**src/rtl/bus_fabric_if.sv**
```systemverilog
// Shared-bus signal bundle between two masters, the fabric and two slaves.
// The fabric takes the slave modport; masters and slaves drive through the master modport.
interface bus_fabric_if;
    logic        M0_req;
    logic        M0_wr;
    logic [7:0]  M0_address;
    logic [31:0] M0_dout;
    logic        M1_req;
    logic        M1_wr;
    logic [7:0]  M1_address;
    logic [31:0] M1_dout;
    logic        M0_grant;
    logic        M1_grant;
    logic [31:0] M_din;
    logic        S0_sel;
    logic        S1_sel;
    logic        S_wr;
    logic [7:0]  S_address;
    logic [31:0] S_din;
    logic [31:0] S0_dout;
    logic [31:0] S1_dout;
    logic        bus_err;

    modport slave (
        input  M0_req, M0_wr, M0_address, M0_dout,
        input  M1_req, M1_wr, M1_address, M1_dout,
        input  S0_dout, S1_dout,
        output M0_grant, M1_grant, M_din,
        output S0_sel, S1_sel, S_wr, S_address, S_din,
        output bus_err
    );

    modport master (
        output M0_req, M0_wr, M0_address, M0_dout,
        output M1_req, M1_wr, M1_address, M1_dout,
        output S0_dout, S1_dout,
        input  M0_grant, M1_grant, M_din,
        input  S0_sel, S1_sel, S_wr, S_address, S_din,
        input  bus_err
    );
endinterface

```
**src/rtl/bus_fabric.sv**
```systemverilog
// Two-master shared-bus fabric: arbiter, address decode, write steering and
// one-cycle-latency registered read return with a sticky unmapped-access flag.
//
// state | meaning
// GNT0  | M0 owns the bus (reset state; M0 wins simultaneous requests)
// GNT1  | M1 owns the bus until it drops its request (no preemption)
module bus_fabric #(
    parameter logic [7:0] S0_BASE = 8'h00,
    parameter logic [7:0] S0_MASK = 8'hE0,
    parameter logic [7:0] S1_BASE = 8'h70,
    parameter logic [7:0] S1_MASK = 8'hF0
) (
    input  logic        clk,
    input  logic        reset,
    bus_fabric_if.slave bus
);

    localparam logic [0:0] GNT0 = 1'b0;
    localparam logic [0:0] GNT1 = 1'b1;

    localparam logic [1:0] RSEL_NONE = 2'd0;
    localparam logic [1:0] RSEL_S0   = 2'd1;
    localparam logic [1:0] RSEL_S1   = 2'd2;

    logic [0:0]  state;
    logic [0:0]  state_next;
    logic        granted_req;
    logic        granted_wr;
    logic [7:0]  granted_address;
    logic [31:0] granted_dout;
    logic        hit0;
    logic        hit1;
    logic        s0_sel;
    logic        s1_sel;
    logic [1:0]  rsel;
    logic [1:0]  rsel_next;
    logic [31:0] m_din;
    logic        bus_err;

    always_comb begin
        state_next = state;
        case (state)
            GNT0:    if (!bus.M0_req && bus.M1_req) state_next = GNT1;
            GNT1:    if (!bus.M1_req)               state_next = GNT0;
            default: state_next = GNT0;
        endcase
    end

    always_ff @(posedge clk) begin
        if (reset) state <= GNT0;
        else       state <= state_next;
    end

    // Request is masked during reset so no slave sees a select while the bus is being reset.
    always_comb begin
        granted_req     = 1'b0;
        granted_wr      = bus.M0_wr;
        granted_address = bus.M0_address;
        granted_dout    = bus.M0_dout;
        if (state == GNT1) begin
            granted_wr      = bus.M1_wr;
            granted_address = bus.M1_address;
            granted_dout    = bus.M1_dout;
            granted_req     = bus.M1_req & ~reset;
        end else begin
            granted_req     = bus.M0_req & ~reset;
        end
    end

    assign hit0   = (granted_address & S0_MASK) == S0_BASE;
    assign hit1   = (granted_address & S1_MASK) == S1_BASE;
    assign s0_sel = granted_req & hit0;
    assign s1_sel = granted_req & hit1 & ~hit0;

    always_comb begin
        rsel_next = RSEL_NONE;
        if (granted_req && !granted_wr) begin
            if (s0_sel)      rsel_next = RSEL_S0;
            else if (s1_sel) rsel_next = RSEL_S1;
        end
    end

    // Read return pipeline keeps running across grant changes; only reset discards it.
    always_ff @(posedge clk) begin
        if (reset) begin
            rsel    <= RSEL_NONE;
            m_din   <= 32'h0;
            bus_err <= 1'b0;
        end else begin
            rsel <= rsel_next;
            case (rsel)
                RSEL_S0: m_din <= bus.S0_dout;
                RSEL_S1: m_din <= bus.S1_dout;
                default: m_din <= 32'h0;
            endcase
            if (granted_req && !hit0 && !hit1) bus_err <= 1'b1;
        end
    end

    assign bus.M0_grant  = (state == GNT0);
    assign bus.M1_grant  = (state == GNT1);
    assign bus.S0_sel    = s0_sel;
    assign bus.S1_sel    = s1_sel;
    assign bus.S_wr      = granted_wr & granted_req;
    assign bus.S_address = granted_address;
    assign bus.S_din     = granted_dout;
    assign bus.M_din     = m_din;
    assign bus.bus_err   = bus_err;

endmodule

```
**src/flat_wrapper.sv**
```systemverilog
// flat-port wrapper written by rule: the top's interface ports become plain ports
module bus_fabric_flat 
#(
    parameter logic [7:0] S0_BASE = 8'h00,
    parameter logic [7:0] S0_MASK = 8'hE0,
    parameter logic [7:0] S1_BASE = 8'h70,
    parameter logic [7:0] S1_MASK = 8'hF0
)
  (clk, reset, bus_M0_req, bus_M0_wr, bus_M0_address, bus_M0_dout, bus_M1_req, bus_M1_wr, bus_M1_address, bus_M1_dout, bus_S0_dout, bus_S1_dout, bus_M0_grant, bus_M1_grant, bus_M_din, bus_S0_sel, bus_S1_sel, bus_S_wr, bus_S_address, bus_S_din, bus_bus_err);
  bus_fabric_if bus_i ();
  input  logic clk;
  input  logic reset;
  input wire logic [$bits(bus_i.M0_req)-1:0] bus_M0_req;
  input wire logic [$bits(bus_i.M0_wr)-1:0] bus_M0_wr;
  input wire logic [$bits(bus_i.M0_address)-1:0] bus_M0_address;
  input wire logic [$bits(bus_i.M0_dout)-1:0] bus_M0_dout;
  input wire logic [$bits(bus_i.M1_req)-1:0] bus_M1_req;
  input wire logic [$bits(bus_i.M1_wr)-1:0] bus_M1_wr;
  input wire logic [$bits(bus_i.M1_address)-1:0] bus_M1_address;
  input wire logic [$bits(bus_i.M1_dout)-1:0] bus_M1_dout;
  input wire logic [$bits(bus_i.S0_dout)-1:0] bus_S0_dout;
  input wire logic [$bits(bus_i.S1_dout)-1:0] bus_S1_dout;
  output wire logic [$bits(bus_i.M0_grant)-1:0] bus_M0_grant;
  output wire logic [$bits(bus_i.M1_grant)-1:0] bus_M1_grant;
  output wire logic [$bits(bus_i.M_din)-1:0] bus_M_din;
  output wire logic [$bits(bus_i.S0_sel)-1:0] bus_S0_sel;
  output wire logic [$bits(bus_i.S1_sel)-1:0] bus_S1_sel;
  output wire logic [$bits(bus_i.S_wr)-1:0] bus_S_wr;
  output wire logic [$bits(bus_i.S_address)-1:0] bus_S_address;
  output wire logic [$bits(bus_i.S_din)-1:0] bus_S_din;
  output wire logic [$bits(bus_i.bus_err)-1:0] bus_bus_err;
  assign bus_i.M0_req = bus_M0_req;
  assign bus_i.M0_wr = bus_M0_wr;
  assign bus_i.M0_address = bus_M0_address;
  assign bus_i.M0_dout = bus_M0_dout;
  assign bus_i.M1_req = bus_M1_req;
  assign bus_i.M1_wr = bus_M1_wr;
  assign bus_i.M1_address = bus_M1_address;
  assign bus_i.M1_dout = bus_M1_dout;
  assign bus_i.S0_dout = bus_S0_dout;
  assign bus_i.S1_dout = bus_S1_dout;
  assign bus_M0_grant = bus_i.M0_grant;
  assign bus_M1_grant = bus_i.M1_grant;
  assign bus_M_din = bus_i.M_din;
  assign bus_S0_sel = bus_i.S0_sel;
  assign bus_S1_sel = bus_i.S1_sel;
  assign bus_S_wr = bus_i.S_wr;
  assign bus_S_address = bus_i.S_address;
  assign bus_S_din = bus_i.S_din;
  assign bus_bus_err = bus_i.bus_err;
  bus_fabric #(.S0_BASE(S0_BASE), .S0_MASK(S0_MASK), .S1_BASE(S1_BASE), .S1_MASK(S1_MASK)) u_core (.clk(clk), .reset(reset), .bus(bus_i));
endmodule
```
**config.mk**
```make
export PLATFORM = sky130hd
export DESIGN_NAME = bus_fabric_flat
export DESIGN_NICKNAME = d
export VERILOG_FILES = /design/src/rtl/bus_fabric_if.sv /design/src/rtl/bus_fabric.sv /design/src/flat_wrapper.sv
export SDC_FILE = /design/constraint.sdc
export NUM_CORES = 1
export LEC_CHECK = 0
export ABC_AREA = 1
export CORE_UTILIZATION = 25
export DETAILED_ROUTE_END_ITERATION = 10
export GPL_ROUTABILITY_DRIVEN = 0
export HOLD_SLACK_MARGIN = 0.12
export PLACE_DENSITY = 0.77
export SYNTH_ARGS = -nofsm -noshare
export SYNTH_HDL_FRONTEND = slang
export SYNTH_SLANG_ARGS = --single-unit
```
**constraint.sdc**
```tcl
create_clock -name clk -period 2 [get_ports clk]
set_input_delay 0.4 -clock clk [delete_from_list [all_inputs] [get_ports clk]]
set_output_delay 0.4 -clock clk [all_outputs]
set_load 0.02 [all_outputs]
```
==> results of run 1 <==
state kept, by name, summed over array words and instances, names as in the netlist:
name	cells
u_core.bus.bus_err	1
u_core.rsel	2
u_core.bus.M1_grant	1
u_core.bus.M_din	32
stage by stage:
step                total power, mW  cell area (um^2)  utilization [%]  TNS [ns]
floorplan                    0.9451              1858                -         0
global placement              1.419              4345            60.23    -1.190
detailed placement            1.424              4345            60.23    -1.338
CTS                           2.063              4424            61.32         0
global route                  2.140              4414            61.19  -0.02112
finish                        2.039              4414            61.19         0
how the worst min path moves through the flow:
stage / from / endpoint / slack (ns) / cells past startpoint
2_1_floorplan: reset / u_core.bus.bus_err / 0.47 / 1
3_3_place_gp: u_core.bus.bus_err / u_core.bus.bus_err / 0.43 / 2
3_5_place_dp: u_core.bus.bus_err / u_core.bus.bus_err / 0.43 / 2
4_1_cts: u_core.bus.bus_err / u_core.bus.bus_err / 0.44 / 2
5_1_grt: u_core.bus.bus_err / u_core.bus.bus_err / 0.46 / 2
6_report: u_core.bus.bus_err / u_core.bus.bus_err / 0.44 / 2
cell families (layout without fill, tap and decap cells):
group           count (synthesis)  after routing  share of synthesized area [%]
fa+ha+maj                       2              2                          1.347
flops                          36             36                          38.79
buf+inv                        34            269                          8.620
simple gates                  199            199                          41.35
mux                             1              1                         0.5387
compound gates                 34             34                          9.360
critical path, cell delays in order:
cell,delay [ns]
sky130_fd_sc_hd__clkdlybuf4s50_1,0.46
sky130_fd_sc_hd__inv_1,0.04
sky130_fd_sc_hd__nand2_1,0.05
sky130_fd_sc_hd__nand2_1,0.09
sky130_fd_sc_hd__nor2_2,0.12
sky130_fd_sc_hd__nand2_1,0.08
sky130_fd_sc_hd__nor2_1,0.12
sky130_fd_sc_hd__buf_4,0.16
layout make-up:
type / count / area share (%)
flip-flops and latches: 36 / 16.35
repair buffers: 246 / 54.45
well taps: 99 / 2.806
inverters: 15 / 1.332
multi-input cells: 236 / 22.19
clock inverters: 1 / 0.6803
clock buffers: 7 / 2.183
routing by layer:
layer  up-vias  global-route usage [%]  routed length, um
met3        16                   5.690                597
met4         0                   6.158                199
li1       1393                       -                  -
met2       110                   34.55               3961
met1      1136                   21.65               3187
met5         -                       0                  0
cells in the final DEF, fill, tap and decap left out:
cell	n
sky130_fd_sc_hd__nor2_1	5
sky130_fd_sc_hd__and3b_1	1
sky130_fd_sc_hd__a21oi_2	1
sky130_fd_sc_hd__or2_1	1
sky130_fd_sc_hd__nor3b_2	1
sky130_fd_sc_hd__buf_4	16
sky130_fd_sc_hd__ha_1	2
sky130_fd_sc_hd__inv_4	1
sky130_fd_sc_hd__inv_1	14
sky130_fd_sc_hd__dfxtp_1	35
sky130_fd_sc_hd__nand3_1	2
sky130_fd_sc_hd__clkbuf_8	7
sky130_fd_sc_hd__dlymetal6s2s_1	1
sky130_fd_sc_hd__buf_12	4
sky130_fd_sc_hd__clkdlybuf4s50_1	182
sky130_fd_sc_hd__nand2_2	1
sky130_fd_sc_hd__buf_2	2
sky130_fd_sc_hd__a21oi_1	33
sky130_fd_sc_hd__dfxtp_2	1
sky130_fd_sc_hd__nor2_2	1
sky130_fd_sc_hd__dlygate4sd2_1	41
sky130_fd_sc_hd__mux2i_1	1
sky130_fd_sc_hd__nand2_1	187
sky130_fd_sc_hd__bufinv_16	1
timing repair:
action | 4_1_cts | 5_1_grt
endpoints found under the hold margin | 0 | 0
setup endpoints to repair | 44 | 9
resized for setup | 50 | 7
gates cloned | 0 | 0
power by group through the flow:
stage               Clock, mW  Sequential (mW)  Combinational (mW)
CTS                     0.703            0.722               0.638
floorplan                   0            0.741               0.204
global placement            0            0.739               0.681
detailed placement          0            0.739               0.685
global route            0.734            0.723               0.683
finish                  0.682            0.722               0.635
==> reports/metrics.sh, run 1 <==
CELL_INTERNAL_PWR_mW=1.543
MAXSLEWHEADROOM_PCT=83.61
CAPTURE_INSTANCE_OF_THE_WORST_REGISTER_TO_REGISTER_PATH='u_core.bus.M_din[5]'
SYNTH_CELL_TYPE_COUNT=18
NETS=692
MULTI_INPUT_COMB_AREA_UM2=979.7
TOTAL_AREA_OF_SEQUENTIAL_CELLS_UM2=721.9
FINAL-MAX-SLEW-VIOLATION-COUNT=0
CP_MAX_FO=3
INITIAL_CORE_UTIL_PCT=25.75
NETLIST_INSTANCES=306
STD_CELL_ROWS=31
LARGEST_NET_DEGREE_AT_THE_START_OF_GLOBAL_ROUTING=38
POWER.SHARE.SWITCHING_PCT=24.32
POST_CTS_HOLD_BUFFER_COUNT=0
INPUT_OUTPUT_BUFFERS=227
TIMING.CLOCK.SKEW_NS=0.004126
PWR_DENSITY_CELL_mW_PER_MM2=462.0
VDD.IR_DROP.WORST_V=0.0002589
HOLD_VIOL=0
DRT.ANTENNA.VIOLATING_NETS=0
CRIT_PATH_END='bus_S1_sel'
POSTSYNTHNETCOUNT=458
IO_PINS=228
FINALSETUPVIOLCOUNT=0
OVERALL_DIE_WIDTH_UM=88.21
DIE_AREA_MM2=0.007781
SYNTHTOPCELLSBYAREA='sky130_fd_sc_hd__dfxtp_1 39%, sky130_fd_sc_hd__nand2_1 38%, sky130_fd_sc_hd__a21oi_1 8.9%, sky130_fd_sc_hd__inv_1 2.8%, sky130_fd_sc_hd__buf_2 2.4%'
HOLDWS_NS=0.4436
BEGINNING_OF_THE_CRITICAL_PATH='bus_M0_address[6]'
CTS_BUFFERS=5
DRV_CAP=0
CTS.ROOT.BUFFER_CELL='sky130_fd_sc_hd__clkbuf_8'
CLK-INSERTION-DELAY-LATE_NS=0.28
STDCELL_COUNT=640
P_CLK_SHARE_PCT=33.4
AVGSYNTHCELLAREA_UM2=6.072
YOSYSWARNINGCOUNT=0
DETAILEDROUTE.FIRSTITERATIONVIOLATIONS=89
ANTENNADIODECOUNT=0
COMBPWRFRAC_PCT=31.1
FIN_CRIT_NS=1.913
SYNTH-EDFF-COUNT=0
POSTSYNTH.TOPFLOPCELL='sky130_fd_sc_hd__dfxtp_1'
POWER_FRAC_SEQ_PCT=35.4
SYNTH_SEQUENTIAL_AREA_RATIO_PCT=38.79
SYNTHMOSTINSTANTIATEDCELL='sky130_fd_sc_hd__nand2_1'
CRIT_PATH_END_KIND='primary output'
SYNTHDOMINANTAREACELLTYPE='sky130_fd_sc_hd__dfxtp_1'
CRITICAL_PATH_CLASS='primary input to primary output'
DRT-TOTAL-WL_MM=7.945
RSZ0062_AT_GRT='yes'
POSTSYNTHREGISTERBITS=36
DETAIL_ROUTE.DRC_VIOLATIONS=0
DIEHEIGHT_UM=88.21
GRT_FIRST_PASS_WIRELENGTH_MM=11.65
POST_CTS_BUFFERS=0
TRITONCTS='done'
POST_SYNTH_MOST_FREQUENT_CELLS='187 x sky130_fd_sc_hd__nand2_1, 36 x sky130_fd_sc_hd__dfxtp_1, 33 x sky130_fd_sc_hd__a21oi_1'
TIMING_WORST_SLEW_PIN_VALUE_NS=0.2450
CRIT_REQUIRED_NS=1.60
FMAX_GHz=0.5227
PLACE_INST=632
CLKTRANSATPATHREGS_NS=0.07
DR_TOTAL_VIAS=2655
INITIAL_ANTENNA_VIOLATION_COUNT=0
RUN_STATUS='completed'
DRT_PASS1_ITERATIONS=5
AVGROUTEDWIREPERCELL_UM=12.41
POST-SYNTH-TOP-AREA-FRACTION_PCT=38.79
FIRST_GLOBAL_VIAS=2506
VIAS_PER_CELL=4.148
FIN_WS_NS=0.08692
WORST-ENDPOINT-ARRIVAL_NS=1.51
CRITICAL_PATH.STARTPOINT_TYPE='primary input'
POWER.STATIC_LEAKAGE_nW=1.883
POST-PLACE-WS_NS=-0.3186
CLOCK_SINK_COUNT=36
FINAL_MIN_PERIOD_OVER_CLOCK_PERIOD_PCT=95.65
FILLCELLCOUNT=691
HOLD_CLASS='flip-flop to flip-flop'
HPWL_MM=6.490
SYN_AREA_MM2=0.001858
TIMING.REG2REG.SETUP_SLACK_NS=0.63
GRT_RESOURCE_USAGE_TOTAL_PCT=19.18
REG2REGPATHDEPTH=5
LAYOUT-DRIVE-GT1-SHARE_PCT=6.654
SYN2LAYOUT_AREA_GROWTH_PCT=137.6
GLOBAL_ROUTE.OVERFLOW_TOTAL=0
HTREE_NUM_LEVELS=2
FLOORPLAN.CORE_AREA_MM2=0.007214
CTS_BUFFER_DEPTH=2
REGTOREGSTARTPOINT='u_core.rsel[0]'
POWER.NET_SWITCHING_uW=496.0
SYNTHARSTFLOPSHARE_PCT=0
(Power assumes the default switching activity.)
==> inputs of run 2 (changes only) <==
--- a/config.mk
+++ b/config.mk
@@ -5,12 +5,12 @@
 export SDC_FILE = /design/constraint.sdc
 export NUM_CORES = 1
 export LEC_CHECK = 0
-export ABC_AREA = 1
-export CORE_UTILIZATION = 25
+export CORE_AREA = 2 2 89 91
 export DETAILED_ROUTE_END_ITERATION = 10
+export DIE_AREA = 0 0 91 93
 export GPL_ROUTABILITY_DRIVEN = 0
 export HOLD_SLACK_MARGIN = 0.12
-export PLACE_DENSITY = 0.77
+export PLACE_DENSITY = 0.76
 export SYNTH_ARGS = -nofsm -noshare
 export SYNTH_HDL_FRONTEND = slang
 export SYNTH_SLANG_ARGS = --single-unit
==> reports/metrics.sh, run 2 <==
DIE_AREA_MM2=0.008463  # was 0.007781 mm^2
CRITICAL_PATH.STARTPOINT_TYPE='flip-flop'  # was primary input
FINALSETUPVIOLCOUNT=0  # unchanged
WORST-ENDPOINT-ARRIVAL_NS=1.56  # was 1.51 ns
CRIT_REQUIRED_NS=1.60  # about the same
POST-PLACE-WS_NS=-0.6169  # was -0.3186 ns
CRITICAL_PATH_CLASS='flip-flop to primary output'  # was primary input to primary output
DRT.ANTENNA.VIOLATING_NETS=0  # unchanged
PLACE_AREA_MM2=0.004193  # was 0.004345 mm^2
DETAIL_ROUTE.DRC_VIOLATIONS=0  # unchanged
MAXSLEWHEADROOM_PCT=18.79  # was 83.61%
LARGEST_REG_FLOPS=32  # unchanged
POST_CTS_BUFFERS=0  # unchanged
IO_PINS=228  # unchanged
POST-ROUTE-UTIL_PCT=56.77  # was 61.19%
HOLD_CLASS='flip-flop to flip-flop'  # unchanged
AVGROUTEDWIREPERCELL_UM=15.82  # was 12.41 um
POSTSYNTHREGISTERBITS=36  # unchanged
CLKTRANSATPATHREGS_NS=0.07  # about the same
BUFFERS_PLUS_INVERTERS_ON_THE_WORST_SETUP_PATH=3  # unchanged
SYNTH_CELL_TYPE_COUNT=25  # was 18
GRT_FIRST_PASS_WIRELENGTH_MM=12.25  # was 11.65 mm
SYNTHARSTFLOPSHARE_PCT=0  # unchanged
GLOBAL_ROUTE.OVERFLOW_TOTAL=0  # unchanged
TRITONCTS='done'  # unchanged
STD_CELL_ROWS=32  # was 31
RUN_STATUS='completed'  # unchanged
OVERALL_DIE_WIDTH_UM=91  # was 88.21 um
INITIAL_ANTENNA_VIOLATION_COUNT=0  # unchanged
FILLCELLCOUNT=704  # was 691
AVGSYNTHCELLAREA_UM2=9.807  # was 6.072 um^2
HOLD_VIOL=0  # unchanged
LIST_OF_CELLS_TRAVERSED_BY_THE_CRITICAL_PATH='buf_4, buf_4, mux2_2, clkdlybuf4s15_2'  # was clkdlybuf4s50_1, inv_1, nand2_1, nand2_1, nor2_2, nand2_1, nor2_1, buf_4
TIMING.CLOCK.SKEW_NS=0.006264  # was 0.004126 ns
SYN_AREA_MM2=0.001814  # was 0.001858 mm^2
MOSTFREQUENTLAYOUTCELLS='181 x sky130_fd_sc_hd__clkdlybuf4s50_1, 39 x sky130_fd_sc_hd__mux2_2, 35 x sky130_fd_sc_hd__dfxtp_1'  # was 187 x sky130_fd_sc_hd__nand2_1, 182 x sky130_fd_sc_hd__clkdlybuf4s50_1, 41 x sky130_fd_sc_hd__dlygate4sd2_1
PWR_DENSITY_CELL_mW_PER_MM2=432.5  # was 462.0 mW/mm^2
CP_SLOWEST_CELL='sky130_fd_sc_hd__dfxtp_4'  # was sky130_fd_sc_hd__clkdlybuf4s50_1
FIN_CRIT_NS=1.961  # was 1.913 ns
GRT_RESOURCE_USAGE_TOTAL_PCT=18.35  # was 19.18%
CP_TOP_FAMILY='buffers and inverters'  # unchanged
FIRST_GLOBAL_VIAS=2512  # was 2506
HTREE_NUM_LEVELS=2  # unchanged
DRT_PASS1_ITERATIONS=4  # was 5
HOLDWS_NS=0.6035  # was 0.4436 ns
POST_CTS_HOLD_BUFFER_COUNT=0  # unchanged
LARGEST_NET_DEGREE_AT_THE_START_OF_GLOBAL_ROUTING=33  # was 38
POWER.STATIC_LEAKAGE_nW=1.578  # was 1.883 nW
CTS_BUFFER_DEPTH=2  # unchanged
INPUT_OUTPUT_BUFFERS=227  # unchanged
PLACE_INST=509  # was 632
SYNTH_SEQUENTIAL_AREA_RATIO_PCT=39.72  # was 38.79%
DRV_CAP=0  # unchanged
HPWL_MM=6.931  # was 6.490 mm
FIN_SETUP_TNS_NS=0  # unchanged
VDD.IR_DROP.WORST_V=0.0002349  # was 0.0002589 V
CLOCK_SINK_COUNT=36  # unchanged
LAYOUT-DRIVE-GT1-SHARE_PCT=19.04  # was 6.654%
COMMONEST_NON_FILL_NON_TAP_CELL_IN_THE_LAYOUT='sky130_fd_sc_hd__clkdlybuf4s50_1'  # was sky130_fd_sc_hd__nand2_1
NETS=566  # was 692
FINAL-MAX-SLEW-VIOLATION-COUNT=0  # unchanged
CRITICAL_PATH.MOST_COMMON_CELL='sky130_fd_sc_hd__buf_4'  # was sky130_fd_sc_hd__nand2_1
CP_SLOWEST_STAGE_DELAY_NS=0.39  # was 0.46 ns
VIAS_PER_CELL=4.551  # was 4.148
FMAX_GHz=0.5099  # was 0.5227 GHz
POSTSYNTH.TOPFLOPCELL='sky130_fd_sc_hd__dfxtp_1'  # unchanged
YOSYSWARNINGCOUNT=0  # unchanged
SYN2LAYOUT_AREA_GROWTH_PCT=135.5  # was 137.6%
NETLIST_INSTANCES=185  # was 306
FINAL_INSTANCE_AREA_MM2=0.004273  # was 0.004414 mm^2
DIEHEIGHT_UM=93  # was 88.21 um
DR_TOTAL_VIAS=2353  # was 2655
INITIAL_CORE_UTIL_PCT=24.10  # was 25.75%
POST_SYNTH_MOST_FREQUENT_CELLS='39 x sky130_fd_sc_hd__mux2_2, 36 x sky130_fd_sc_hd__dfxtp_1, 34 x sky130_fd_sc_hd__nor2_1'  # was 187 x sky130_fd_sc_hd__nand2_1, 36 x sky130_fd_sc_hd__dfxtp_1, 33 x sky130_fd_sc_hd__a21oi_1
FINAL_MIN_PERIOD_OVER_CLOCK_PERIOD_PCT=98.06  # was 95.65%
FLOORPLAN.CORE_AREA_MM2=0.007527  # was 0.007214 mm^2
POWER_mW=1.848  # was 2.039 mW
SYNTHDOMINANTAREACELLTYPE='sky130_fd_sc_hd__dfxtp_1'  # unchanged
CTS.ROOT.BUFFER_CELL='sky130_fd_sc_hd__clkbuf_8'  # unchanged
STDCELL_COUNT=517  # was 640
TIMING_WORST_SLEW_PIN_VALUE_NS=1.218  # was 0.2450 ns
CRIT_PATH_END_KIND='primary output'  # unchanged
DETAILEDROUTE.FIRSTITERATIONVIOLATIONS=75  # was 89
SYNTH-EDFF-COUNT=0  # unchanged
SYNTHMOSTINSTANTIATEDCELL='sky130_fd_sc_hd__mux2_2'  # was sky130_fd_sc_hd__nand2_1
SYNTHTOPCELLSBYAREA='sky130_fd_sc_hd__dfxtp_1 40%, sky130_fd_sc_hd__mux2_2 24%, sky130_fd_sc_hd__a22oi_1 13%, sky130_fd_sc_hd__nor2_1 7.0%, sky130_fd_sc_hd__buf_4 2.1%'  # was sky130_fd_sc_hd__dfxtp_1 39%, sky130_fd_sc_hd__nand2_1 38%, sky130_fd_sc_hd__a21oi_1 8.9%, sky130_fd_sc_hd__inv_1 2.8%, sky130_fd_sc_hd__buf_2 2.4%
CLK-INSERTION-DELAY-LATE_NS=0.28  # about the same
DRT-TOTAL-WL_MM=8.181  # was 7.945 mm
POSTSYNTHNETCOUNT=337  # was 458
RSZ0062_AT_GRT='yes'  # unchanged
ANTENNADIODECOUNT=0  # unchanged
CP_MAX_FO=6  # was 3
FIN_WS_NS=0.03886  # was 0.08692 ns
CTS_BUFFERS=5  # unchanged
POST-SYNTH-TOP-AREA-FRACTION_PCT=39.72  # was 38.79%
-- run 2: changes by cell type after synthesis, moves of 3 or more --
cell	delta
sky130_fd_sc_hd__a21oi_1	-31
sky130_fd_sc_hd__buf_4	+4
sky130_fd_sc_hd__inv_1	-10
sky130_fd_sc_hd__nand2_1	-187
sky130_fd_sc_hd__nor2_1	+28
sky130_fd_sc_hd__buf_2	-6
sky130_fd_sc_hd__mux2_2	+39
sky130_fd_sc_hd__a22oi_1	+32
sky130_fd_sc_hd__a211oi_1	+3
-- run 2: cell type report --
cell class / instances / area (um^2) / share of cell area [%]
clock inverter: 3 / 18.77 / 0.4392
sequential: 36 / 724.4 / 16.95
tap: 102 / 127.6 / 2.987
clock buffer: 5 / 68.82 / 1.611
timing repair buffer: 238 / 2302 / 53.88
multi-input combinational: 129 / 1016 / 23.78
inverter: 4 / 15.01 / 0.3514
-- run 2: metal layers --
metal	wire, um	vias to the layer above	global-route usage [%]
met5	0	-	0
met3	882	24	6.688
li1	-	1125	-
met2	4171	152	34.57
met4	366	0	8.838
met1	2761	1052	17.64
-- run 2: worst min-delay path, delay by kind of cell (launching register included) --
kind / cells / cell delay, ns
compound gates: 2 / 0.23
flops: 1 / 0.33
-- run 2: worst paths after layout --
check	slack, ns	end	start	cells after the start
worst max register to register	0.20	u_core.bus.M_din[2]	u_core.rsel[0]	4
worst min-delay path	0.60	u_core.bus.bus_err	u_core.bus.bus_err	2
worst max-delay path	0.04	bus_S_din[13]	u_core.bus.M1_grant	4
worst min register to register	0.60	u_core.bus.bus_err	u_core.bus.bus_err	2
-- run 2: logic make-up (layout without fill, tap and decap cells) --
family | Yosys count | in the layout | synth area share, %
buf+inv | 20 | 250 | 5.793
flops | 36 | 36 | 39.72
fa+ha+maj | 2 | 2 | 1.379
mux | 41 | 41 | 25.31
compound gates | 39 | 39 | 16.00
simple gates | 47 | 47 | 11.79
-- run 2: where the power goes --
part           switching [mW]  leakage (nW)  internal, mW
Sequential            0.00385         0.291         0.719
Combinational           0.231          1.24         0.406
Clock                   0.246        0.0479         0.242
Total                   0.481          1.58          1.37
-- run 2: timing repair --
item / 4_1_cts / 5_1_grt
setup endpoints to repair: 37 / 28
pin swaps: 3 / 1
resized for setup: 59 / 16
gates cloned: 0 / 0
==> inputs of run 3 (changes only) <==
--- a/config.mk
+++ b/config.mk
@@ -5,12 +5,13 @@
 export SDC_FILE = /design/constraint.sdc
 export NUM_CORES = 1
 export LEC_CHECK = 0
-export CORE_AREA = 2 2 89 91
+export CELL_PAD_IN_SITES_DETAIL_PLACEMENT = 1
+export CELL_PAD_IN_SITES_GLOBAL_PLACEMENT = 1
+export CORE_UTILIZATION = 18
 export DETAILED_ROUTE_END_ITERATION = 10
-export DIE_AREA = 0 0 91 93
-export GPL_ROUTABILITY_DRIVEN = 0
 export HOLD_SLACK_MARGIN = 0.12
-export PLACE_DENSITY = 0.76
+export PLACE_DENSITY = 0.86
+export SLEW_MARGIN = 20
 export SYNTH_ARGS = -nofsm -noshare
 export SYNTH_HDL_FRONTEND = slang
 export SYNTH_SLANG_ARGS = --single-unit
==> reports/metrics.sh, run 3 (synthesis results as in run 2) <==
POST-PLACE-WS_NS=-0.5736  # was -0.6169 ns
CRITICAL_PATH_CLASS='primary input to primary output'  # was flip-flop to primary output
DRV_CAP=0  # unchanged
FINAL_MIN_PERIOD_OVER_CLOCK_PERIOD_PCT=97.36  # was 98.06%
FLOORPLAN.CORE_AREA_MM2=0.009774  # was 0.007527 mm^2
CTS_BUFFER_DEPTH=2  # unchanged
VIAS_PER_CELL=4.320  # was 4.551
HOLD_CLASS='primary input to flip-flop'  # was flip-flop to flip-flop
COMMONEST_NON_FILL_NON_TAP_CELL_IN_THE_LAYOUT='sky130_fd_sc_hd__clkdlybuf4s50_1'  # unchanged
DRT.ANTENNA.VIOLATING_NETS=0  # unchanged
CTS.ROOT.BUFFER_CELL='sky130_fd_sc_hd__clkbuf_8'  # unchanged
PLACE_INST=545  # was 509
INITIAL_CORE_UTIL_PCT=18.56  # was 24.10%
DR_TOTAL_VIAS=2428  # was 2353
FINALSETUPVIOLCOUNT=0  # unchanged
CRIT_REQUIRED_NS=1.60  # about the same
PWR_DENSITY_CELL_mW_PER_MM2=425.2  # was 432.5 mW/mm^2
DRT_PASS1_ITERATIONS=4  # unchanged
AVGROUTEDWIREPERCELL_UM=16.89  # was 15.82 um
CLK-INSERTION-DELAY-LATE_NS=0.28  # about the same
CP_MAX_FO=2  # was 6
CLKTRANSATPATHREGS_NS=0.07  # about the same
DIEHEIGHT_UM=102.4  # was 93 um
LARGEST_REG_FLOPS=32  # unchanged
SYN2LAYOUT_AREA_GROWTH_PCT=146.0  # was 135.5%
INITIAL_ANTENNA_VIOLATION_COUNT=1  # was 0
LARGEST_NET_DEGREE_AT_THE_START_OF_GLOBAL_ROUTING=33  # unchanged
CLOCK_SINK_COUNT=36  # unchanged
RUN_STATUS='completed'  # unchanged
CRIT_PATH_END_KIND='primary output'  # unchanged
GPL.FINAL_WEIGHTED_CONGESTION=0.7741
POWER.STATIC_LEAKAGE_nW=1.657  # was 1.578 nW
HOLDWS_NS=0.5861  # was 0.6035 ns
OVERALL_DIE_WIDTH_UM=102.4  # was 91 um
TIMING_WORST_SLEW_PIN_VALUE_NS=0.6470  # was 1.218 ns
MOSTFREQUENTLAYOUTCELLS='178 x sky130_fd_sc_hd__clkdlybuf4s50_1, 39 x sky130_fd_sc_hd__mux2_2, 35 x sky130_fd_sc_hd__dfxtp_1'  # was 181 x sky130_fd_sc_hd__clkdlybuf4s50_1, 39 x sky130_fd_sc_hd__mux2_2, 35 x sky130_fd_sc_hd__dfxtp_1
CRITICAL_PATH.STARTPOINT_TYPE='primary input'  # was flip-flop
LAYOUT-DRIVE-GT1-SHARE_PCT=27.57  # was 19.04%
FIN_CRIT_NS=1.947  # was 1.961 ns
POST_CTS_HOLD_BUFFER_COUNT=0  # unchanged
STD_CELL_ROWS=36  # was 32
POST-ROUTE-UTIL_PCT=45.66  # was 56.77%
NETS=579  # was 566
DIE_AREA_MM2=0.01048  # was 0.008463 mm^2
FILLCELLCOUNT=1099  # was 704
TIMING.CLOCK.SKEW_NS=0.008088  # was 0.006264 ns
IO_PINS=228  # unchanged
HTREE_NUM_LEVELS=2  # unchanged
INPUT_OUTPUT_BUFFERS=227  # unchanged
STDCELL_COUNT=562  # was 517
TRITONCTS='done'  # unchanged
GLOBAL_ROUTE.OVERFLOW_TOTAL=0  # unchanged
WORST-ENDPOINT-ARRIVAL_NS=1.55  # was 1.56 ns
FIN_WS_NS=0.05286  # was 0.03886 ns
VDD.IR_DROP.WORST_V=0.0002640  # was 0.0002349 V
GRT_FIRST_PASS_WIRELENGTH_MM=13.43  # was 12.25 mm
FIRST_GLOBAL_VIAS=2634  # was 2512
DRT-TOTAL-WL_MM=9.491  # was 8.181 mm
MAXSLEWHEADROOM_PCT=56.87  # was 18.79%
DETAILEDROUTE.FIRSTITERATIONVIOLATIONS=35  # was 75
FINAL-MAX-SLEW-VIOLATION-COUNT=0  # unchanged
FMAX_GHz=0.5136  # was 0.5099 GHz
CTS_BUFFERS=5  # unchanged
POWER_mW=1.898  # was 1.848 mW
GRT_RESOURCE_USAGE_TOTAL_PCT=16.93  # was 18.35%
HOLD_VIOL=0  # unchanged
DETAIL_ROUTE.DRC_VIOLATIONS=0  # unchanged
HPWL_MM=7.857  # was 6.931 mm
run 3: cell count changes in the layout (fill, tap and decap cells not counted), moves of 2 or more:
cell                              before  now
sky130_fd_sc_hd__buf_2                 3    6
sky130_fd_sc_hd__clkbuf_2              1    9
sky130_fd_sc_hd__ha_1                  2    0
sky130_fd_sc_hd__ha_2                  0    2
sky130_fd_sc_hd__dlygate4sd2_1        32    5
sky130_fd_sc_hd__dlymetal6s2s_1        1    4
sky130_fd_sc_hd__clkdlybuf4s50_1     181  178
sky130_fd_sc_hd__buf_4                15   20
sky130_fd_sc_hd__clkdlybuf4s15_2       1   21
run 3: final timing paths:
path                          to  cells after the start  slack (ns)           startpoint
max                   bus_S1_sel                      5        0.05    bus_M1_address[4]
min          u_core.bus.M1_grant                      3        0.59           bus_M1_req
max reg2reg       u_core.rsel[0]                     12        0.06  u_core.bus.M1_grant
min reg2reg   u_core.bus.bus_err                      2        0.64   u_core.bus.bus_err
run 3: per-layer routing:
metal	wire, um	share of wire, %	global-route usage [%]	up-vias
li1	-	-	-	1150
met1	3083	32	14.98	1110
met2	5084	54	34.28	154
met3	1067	11	6.224	14
met4	256	2.7	6.264	0
met5	0	0	0	-
run 3: area by class of cell:
class	instances	area, um^2	area share (%)
Sequential cell	36	721.9	16.18
Antenna cell	1	2.502	0.05607
Multi-Input combinational cell	129	1012	22.68
Inverter	4	15.01	0.3364
Tap cell	133	166.4	3.729
Clock buffer	5	68.82	1.542
Clock inverter	3	18.77	0.4205
Timing Repair Buffer	251	2457	55.06
run 3: stage by stage:
| stage | area, um^2 | TNS (ns) |
|---|---|---|
| 2_1_floorplan | 1814 | 0 |
| 3_3_place_gp | 4307 | -2.049 |
| 4_1_cts | 4471 | 0 |
| 5_1_grt | 4461 | -0.04624 |
| 6_report | 4463 | 0 |
| 3_5_place_dp | 4307 | -2.608 |
run 3: what timing repair did:
item,in CTS,in global routing
gates resized for setup,114,30
endpoints found under the setup margin,42,37
pin swaps,3,4
buffers inserted,7,0
gates cloned,0,1
hold endpoints to repair,0,0
run 3: power breakdown:
part	total (mW)	switching, mW	leakage, nW	internal, mW
combinational	0.671	0.239	1.32	0.433
clock	0.503	0.260	0.0479	0.243
sequential	0.723	0.00331	0.291	0.720
run 3: critical path, stage by stage:
cell and delay [ns]:
sky130_fd_sc_hd__clkdlybuf4s50_1 0.50, sky130_fd_sc_hd__nand3_1 0.15, sky130_fd_sc_hd__a21oi_2 0.20, sky130_fd_sc_hd__and2_1 0.17
sky130_fd_sc_hd__buf_6 0.12
